## src/rtl/audio_sample_fifo_if.sv

```systemverilog
// Sample-stream bundle between the I2S receiver, the sample FIFO and its consumer.
// The slave modport is the FIFO's view; master is the receiver/consumer side.
interface audio_sample_fifo_if #(
  parameter int DATA_SIZE = 16,
  parameter int DEPTH     = 16
) ();

  localparam int LW = $clog2(DEPTH) + 1;

  logic                 in_valid;
  logic [DATA_SIZE-1:0] in_data;
  logic                 in_channel;
  logic                 out_valid;
  logic                 out_ready;
  logic [DATA_SIZE-1:0] out_data;
  logic                 out_channel;
  logic [LW-1:0]        level;
  logic                 overflow;
  logic [15:0]          drop_count;
  logic                 clr_stats;

  modport slave (
    input  in_valid, in_data, in_channel, out_ready, clr_stats,
    output out_valid, out_data, out_channel, level, overflow, drop_count
  );

  modport master (
    output in_valid, in_data, in_channel, out_ready, clr_stats,
    input  out_valid, out_data, out_channel, level, overflow, drop_count
  );

endinterface

```

## src/rtl/audio_sample_fifo.sv

```systemverilog
// Show-ahead FIFO for channel-tagged PCM samples from the I2S receiver.
// Samples arriving while full are dropped and counted (sticky flag + saturating count).
module audio_sample_fifo #(
  parameter int DATA_SIZE = 16,
  parameter int DEPTH     = 16
) (
  input  logic                clk,
  input  logic                rst,
  audio_sample_fifo_if.slave  bus
);

  localparam int AW = $clog2(DEPTH);
  localparam int PW = AW + 1;

  logic [DATA_SIZE:0] mem_q [DEPTH];

  logic [PW-1:0] wr_ptr_q, wr_ptr_d;
  logic [PW-1:0] rd_ptr_q, rd_ptr_d;
  logic          overflow_q, overflow_d;
  logic [15:0]   drop_count_q, drop_count_d;

  logic empty, full, pop, push, drop;

  // Pointers carry an extra wrap bit so full and empty are distinguishable.
  always_comb begin
    empty = (wr_ptr_q == rd_ptr_q);
    full  = (wr_ptr_q[AW-1:0] == rd_ptr_q[AW-1:0]) && (wr_ptr_q[AW] != rd_ptr_q[AW]);
    pop   = !empty && bus.out_ready;
    push  = bus.in_valid && (!full || pop);
    drop  = bus.in_valid && full && !pop;
  end

  always_comb begin
    wr_ptr_d     = wr_ptr_q;
    rd_ptr_d     = rd_ptr_q;
    overflow_d   = overflow_q;
    drop_count_d = drop_count_q;

    if (push) wr_ptr_d = wr_ptr_q + PW'(1);
    if (pop)  rd_ptr_d = rd_ptr_q + PW'(1);

    // A clear wins over a drop in the same cycle; that drop goes uncounted.
    if (bus.clr_stats) begin
      overflow_d   = 1'b0;
      drop_count_d = '0;
    end else if (drop) begin
      overflow_d = 1'b1;
      if (drop_count_q != 16'hFFFF) drop_count_d = drop_count_q + 16'd1;
    end
  end

  always_ff @(posedge clk) begin
    if (rst) begin
      wr_ptr_q     <= '0;
      rd_ptr_q     <= '0;
      overflow_q   <= 1'b0;
      drop_count_q <= '0;
    end else begin
      wr_ptr_q     <= wr_ptr_d;
      rd_ptr_q     <= rd_ptr_d;
      overflow_q   <= overflow_d;
      drop_count_q <= drop_count_d;
    end
  end

  always_ff @(posedge clk) begin
    if (!rst && push) mem_q[wr_ptr_q[AW-1:0]] <= {bus.in_channel, bus.in_data};
  end

  always_comb begin
    bus.out_valid   = !empty;
    bus.out_channel = mem_q[rd_ptr_q[AW-1:0]][DATA_SIZE];
    bus.out_data    = mem_q[rd_ptr_q[AW-1:0]][DATA_SIZE-1:0];
    bus.level       = wr_ptr_q - rd_ptr_q;
    bus.overflow    = overflow_q;
    bus.drop_count  = drop_count_q;
  end

endmodule

```

## src/flat_wrapper.sv

```systemverilog
// flat-port wrapper written by rule: the top's interface ports become plain ports
module audio_sample_fifo_flat 
#(
  parameter int DATA_SIZE = 16,
  parameter int DEPTH     = 16
)
  (clk, rst, bus_in_valid, bus_in_data, bus_in_channel, bus_out_ready, bus_clr_stats, bus_out_valid, bus_out_data, bus_out_channel, bus_level, bus_overflow, bus_drop_count);
  audio_sample_fifo_if #(.DATA_SIZE(DATA_SIZE), .DEPTH(DEPTH)) bus_i ();
  input  logic clk;
  input  logic rst;
  input wire logic [$bits(bus_i.in_valid)-1:0] bus_in_valid;
  input wire logic [$bits(bus_i.in_data)-1:0] bus_in_data;
  input wire logic [$bits(bus_i.in_channel)-1:0] bus_in_channel;
  input wire logic [$bits(bus_i.out_ready)-1:0] bus_out_ready;
  input wire logic [$bits(bus_i.clr_stats)-1:0] bus_clr_stats;
  output wire logic [$bits(bus_i.out_valid)-1:0] bus_out_valid;
  output wire logic [$bits(bus_i.out_data)-1:0] bus_out_data;
  output wire logic [$bits(bus_i.out_channel)-1:0] bus_out_channel;
  output wire logic [$bits(bus_i.level)-1:0] bus_level;
  output wire logic [$bits(bus_i.overflow)-1:0] bus_overflow;
  output wire logic [$bits(bus_i.drop_count)-1:0] bus_drop_count;
  assign bus_i.in_valid = bus_in_valid;
  assign bus_i.in_data = bus_in_data;
  assign bus_i.in_channel = bus_in_channel;
  assign bus_i.out_ready = bus_out_ready;
  assign bus_i.clr_stats = bus_clr_stats;
  assign bus_out_valid = bus_i.out_valid;
  assign bus_out_data = bus_i.out_data;
  assign bus_out_channel = bus_i.out_channel;
  assign bus_level = bus_i.level;
  assign bus_overflow = bus_i.overflow;
  assign bus_drop_count = bus_i.drop_count;
  audio_sample_fifo #(.DATA_SIZE(DATA_SIZE), .DEPTH(DEPTH)) u_core (.clk(clk), .rst(rst), .bus(bus_i));
endmodule
```

## config.mk

```make
export PLATFORM = sky130hd
export DESIGN_NAME = audio_sample_fifo_flat
export DESIGN_NICKNAME = d
export VERILOG_FILES = /design/src/rtl/audio_sample_fifo_if.sv /design/src/rtl/audio_sample_fifo.sv /design/src/flat_wrapper.sv
export SDC_FILE = /design/constraint.sdc
export NUM_CORES = 1
export LEC_CHECK = 0
export ABC_AREA = 1
export BUFFER_PORTS_ARGS = -buffer_cell sky130_fd_sc_hd__clkbuf_2
export CELL_PAD_IN_SITES_DETAIL_PLACEMENT = 1
export CELL_PAD_IN_SITES_GLOBAL_PLACEMENT = 2
export CORE_UTILIZATION = 35
export CTS_BUF_LIST = sky130_fd_sc_hd__clkbuf_16
export CTS_CLUSTER_DIAMETER = 80
export DETAILED_ROUTE_END_ITERATION = 7
export GPL_TIMING_DRIVEN = 0
export PLACE_DENSITY = 0.67
export SYNTH_ARGS = -nofsm -noshare
export SYNTH_HDL_FRONTEND = slang
export SYNTH_SLANG_ARGS = --single-unit
```

## constraint.sdc

```tcl
create_clock -name clk -period 4.4 [get_ports clk]
set_clock_uncertainty 0.1 [all_clocks]
set_input_delay 0 -clock clk [delete_from_list [all_inputs] [get_ports clk]]
set_output_delay 0 -clock clk [all_outputs]
set_load 0.02 [all_outputs]
```

# Yosys cells after proc, flatten, opt, wreduce, memory -nomap -nowiden
# Memories as Yosys holds them, arrays and structs flattened. A register that Yosys moved wholly into a read port is not among the register bits.
# Index checks and enable logic that the tools add are counted.
[word_totals] reg_bits=27 ram_bits=272 input_bits=22 output_inout_bits=40 elab_cells=30 n_memories=1
[classes] add_sub_neg=4 eq_ne=4 muxes=4 n_reduce_logical=13
[mem_list] memory="u_core.mem_q" depth=16 width=17 rd=1 rd_clocked_by_memory_dff=1 write_ports=1 line="audio_sample_fifo.sv:15" source="logic [DATA_SIZE:0] mem_q [DEPTH];"
[op_table] cell="adder 16 x 1 -> 16 bit, second input constant" n=1
[op_table] cell="!= test 16 bit, second input constant" n=1
[op_table] cell="adder 5 x 1 -> 5 bit, second input constant" n=2
[op_table] cell="2-to-1 mux 4 bit" n=2
[op_table] cell="logical AND 1 bit" n=6
[op_table] cell="equality test 5 bit" n=1
[op_table] cell="subtractor 5 bit" n=1
[op_table] cell="equality test 4 bit" n=1
[op_table] cell="zero test 1 bit" n=4
[op_table] cell="2-to-1 mux 1 bit" n=2
[op_table] cell="AND reduction 2 bit" n=1
[op_table] cell="OR reduction 2 bit" n=1
[op_table] cell="logical OR 1 bit" n=1
[op_table] cell="!= test 1 bit" n=1

# Longest topological paths before layout
[depth] depth_word=8 ltp_mapped=10 depth_no_buf=10

# Worst setup path before layout
# OpenSTA, ideal clock, no wires.
[synth_timing] path_type="register to register" start="reg u_core.rd_ptr_q[2]" end="mem u_core.mem_q[3][0] (netlist name), enable pin" setup_time_ps=413 arrival_ps=2534 required_time_ps=3887 path_slack_ps=1353 path_stages_with_launch=10 path_buffers=0 period_less_slack_ps=3047 path_cell_list="dfxtp_1 -> inv_1 -> ha_1 -> nand2_1 -> nor2_2 -> nand3_1 -> nand2_2 -> nor2_2 -> inv_1 -> nor3_1"
[synth_between] elab_chain_cells=8 elab_cells_between_ends=11 cone_classes="eq/ne (2); mux (2); reduce/logical (7)"
[synth_rtl] item="from (decl)" line="audio_sample_fifo.sv:18" source="logic [PW-1:0] rd_ptr_q, rd_ptr_d;"
[synth_rtl] item="from (signal assigned)" line="audio_sample_fifo.sv:60" source="rd_ptr_q <= rd_ptr_d;"
[synth_rtl] item="equality test 5 bit / equality test 4 bit (equally long branches)" line="audio_sample_fifo.sv:26, audio_sample_fifo.sv:27"
[synth_rtl] item="zero test 1 bit / logical AND 1 bit (equally long branches)" line="audio_sample_fifo.sv:28, audio_sample_fifo.sv:27"
[synth_rtl] item="logical AND 1 bit / zero test 1 bit (equally long branches)" line="audio_sample_fifo.sv:28, audio_sample_fifo.sv:29"
[synth_rtl] item="logical OR 1 bit (*)" line="audio_sample_fifo.sv:29" source="push = bus.in_valid && (!full || pop);"
[synth_rtl] item="logical AND 1 bit (*)" line="audio_sample_fifo.sv:29"
[synth_rtl] item="logical AND 1 bit (*)" line="audio_sample_fifo.sv:67" source="if (!rst && push) mem_q[wr_ptr_q[AW-1:0]] <= {bus.in_channel, bus.in_data};"
[synth_rtl] item="2-to-1 mux 1 bit (*)" line="audio_sample_fifo.sv:67"
[synth_rtl] item="2-to-1 mux 1 bit (implied by the code) (*)" line="audio_sample_fifo.sv:67"
[synth_rtl] item="to (decl)" line="audio_sample_fifo.sv:15"
# Mark *: on every way between the ends. The rest lies on a longest branch, timed or not.

# Worst setup path in the final report
[layout_timing] start="reg u_core.wr_ptr_q[2]" end="mem u_core.mem_q[8][3] (netlist name), enable pin"
[layout_between] elab_chain_cells=8 elab_cells_between_ends=11 cone_classes="eq/ne (2); mux (2); reduce/logical (7)"
[layout_rtl] item="from (decl)" line="audio_sample_fifo.sv:17" source="logic [PW-1:0] wr_ptr_q, wr_ptr_d;"
[layout_rtl] item="from (signal assigned)" line="audio_sample_fifo.sv:59" source="wr_ptr_q <= wr_ptr_d;"
[layout_rtl] item="equality test 5 bit / equality test 4 bit (equally long branches)" line="audio_sample_fifo.sv:26, audio_sample_fifo.sv:27"
[layout_rtl] item="zero test 1 bit / logical AND 1 bit (equally long branches)" line="audio_sample_fifo.sv:28, audio_sample_fifo.sv:27"
[layout_rtl] item="logical AND 1 bit / zero test 1 bit (equally long branches)" line="audio_sample_fifo.sv:28, audio_sample_fifo.sv:29"
[layout_rtl] item="logical OR 1 bit" line="audio_sample_fifo.sv:29"
[layout_rtl] item="logical AND 1 bit" line="audio_sample_fifo.sv:29"
[layout_rtl] item="logical AND 1 bit" line="audio_sample_fifo.sv:67"
[layout_rtl] item="2-to-1 mux 1 bit" line="audio_sample_fifo.sv:67"
[layout_rtl] item="2-to-1 mux 1 bit (implied by the code)" line="audio_sample_fifo.sv:67"
# Parallel ways exist; a longest one is shown, timed or not.

==> results_dict.tcl <==
set metrics [dict create \
    p_leak_nw 5.67 \
    min_path_type "primary input to flop" \
    power_density_nw_per_um2 468 \
    grt_pass1_wl_um 61500 \
    ctsLongestPathBuffers 3 \
    synth.largest_area_cell "edfxtp_1" \
    multi_input_area_um2 3150 \
    portBuffers 61 \
    synth-seq-cells 303 \
    first_pass_iters 7 \
    grtUsageTotal 0.232 \
    start_kind "flop" \
    routed-wl-met2_um 20600 \
    relSlewSlack 0.328 \
    setup_viol 0 \
    synthesis.area_um2 12800 \
    routed_wirelength_um 42400 \
    max_freq_ghz 0.332 \
    rsz0062_at_grt "false" \
    required_ns 4.52 \
    synthTopCellsByArea "edfxtp_1, inv_1, dfxtp_1, nand3_1, nand2_1" \
    dp_cells 1670 \
    fin_crit_ns 3.01 \
    die-height_um 193 \
    ys_top_cells_by_count "edfxtp_1, inv_1, nand2_1" \
    post_route_cells_drive_above_1_share 0.138 \
    async_flop_share 0 \
    syn_nets 1163 \
    wl_met1_um 18200 \
    worstMarginPinSlew_ns 1.01 \
    status "finished, final reports clean" \
    antenna_found_initial 0 \
    die_area_um2 37300 \
    drt_iter0_markers 610 \
    ir_worst_vdd_mv 0.213 \
    setup_tns_ns 0 \
    synth_warnings 0 \
    nets 1302 \
    routed_via_density 5.19 \
    grt_max_degree 18 \
    finalCritPeriodShare 0.685 \
    grt_overflow 0 \
    max_cap_viol_count 0 \
    area_delta_synth_final_pct 20.2 \
    cts_max_level 2 \
    ios 62 \
    path_clk_slew_ns 0.06 \
    netlist.area_leader.share 0.639 \
    clock_sinks 303 \
    dr_wl_met3_um 1780 \
    crit_path_end_kind "flop" \
    finalHoldViolations 0 \
    die_w_um 193 \
    crit_arrival_ns 3.13 \
    avgSynthCellArea_um2 11.3 \
    avgRoutedWirePerCell_um 24.1 \
    drc 0 \
    regArea_um2 8790 \
    synth_edf_count 272 \
    row_count 69 \
    core_area_um2 35700 \
    dominantRegCellSynth "edfxtp_1" \
    cts_setup_buffers 0 \
    synthCells 1130 \
    synth.distinct_cells 26 \
    ant_nets 0 \
    clk_latency_ns 0.51 \
    grt_pass1_vias 9477 \
    yosysMostFrequentCell "edfxtp_1" \
    hpwl_um 29100 \
    cts_made_buffers 36 \
    fill_cells 3905 \
    tritoncts "yes" \
    topRoutingLayerUsed "met4" \
    cts_root_buf "clkbuf_16" \
    drv_slew 0 \
    synth_seq_area_share 0.687 \
    final_cells 1755 \
    dr_total_vias 9111 \
    worstSetupPathType "flop to flop" \
    gp_congestion 0.818 \
    start_util 0.358 \
    crit_fanout 10 \
]
critical path, cell delays in order, from the launching register on:
cell and delay (ns):
dfxtp_1 0.47, ha_1 0.34, nand2_1 0.12, nor2_2 0.06
nand3_1 0.13, nand2_2 0.15, nor2_2 0.17, nand2_1 0.19
nor2_2 0.75, buf_8 0.24
path summary, 6_finish.rpt:
| path | startpoint | endpoint | slack, ns | cells after the start |
|---|---|---|---|---|
| hold reg to reg | u_core.bus.overflow | u_core.bus.overflow | 0.38 | 2 |
| setup / recovery | u_core.wr_ptr_q[2] | u_core.mem_q[8][3] | 1.39 | 9 |
| hold / removal | rst | u_core.wr_ptr_q[4] | 0.21 | 3 |
| setup reg to reg | u_core.wr_ptr_q[2] | u_core.mem_q[8][3] | 1.39 | 9 |
power breakdown:
group | switching [W] | internal (W) | total [W]
logic | 0.000807 | 0.000298 | 0.00111
registers | 0.0000132 | 0.00316 | 0.00317
clock network | 0.00117 | 0.00175 | 0.00292
sequential cells by signal (all words and copies together), names as in the netlist, named ones only:
register	flops
u_core.mem_q	272
u_core.bus.overflow	1
u_core.bus.drop_count	16
u_core.rd_ptr_q	5
u_core.wr_ptr_q	5
routing by layer:
metal	GRT usage	vias up
li1	-	4202
met1	0.300	4586
met2	0.392	240
met3	0.0262	83
met4	0.102	0
met5	0	-
final cells by class:
| class | count | share of cell area |
|---|---|---|
| plain buffers | 57 | 0.0172 |
| multi-input cells | 600 | 0.205 |
| clock inverters | 25 | 0.0136 |
| inverters | 170 | 0.0415 |
| well taps | 461 | 0.0375 |
| clock buffers | 37 | 0.0602 |
| flip-flops and latches | 303 | 0.571 |
| diodes | 1 | 0.000163 |
| repair buffers | 101 | 0.0535 |
through the flow:
| stage | utilization | power [W] | worst slack, ns | hold WS [ns] | instance area (um2) |
|---|---|---|---|---|---|
| after floorplan | - | 0.00384 | 1.35 | -0.0309 | 12800 |
| after global placement | 0.383 | 0.00430 | -0.853 | 0.188 | 13700 |
| after detailed placement | 0.392 | 0.00432 | 1.35 | 0.199 | 14000 |
| after CTS | 0.430 | 0.00725 | 1.34 | 0.208 | 15400 |
| after global routing | 0.430 | 0.00743 | 1.18 | 0.257 | 15400 |
| final | 0.430 | 0.00720 | 1.39 | 0.213 | 15400 |
cell families after synthesis:
logic type,after synthesis,share of synthesized area
AO/OA/AOI/OAI,239,0.107
XOR/XNOR,15,0.0103
adder cells (fa/ha/maj),11,0.0113
buffers and inverters,227,0.0706
flip-flops,303,0.687
AND/OR/NAND/NOR,335,0.114
placed cells by master, fill, tap and decap left out, drive strengths merged:
cell type    count
bufinv           4
diode            1
nand2          155
clkinv          18
dlygate4sd3     22
xor2            11
edfxtp         272
clkinvlp         1
nor2            55
ha              10
nand4            5
xnor2            4
inv            172
o211ai          68
nand3          115
nor3             5
o21ai           86
a21oi           85
dfxtp           31
clkbuf         124
buf             49
fa               1
what timing repair did:
action | 4_1_cts | 5_1_grt
hold endpoints to repair | 303 | 0
hold buffers | 22 | 0
gates resized for setup | 0 | 0
(Power assumes the default switching activity.)
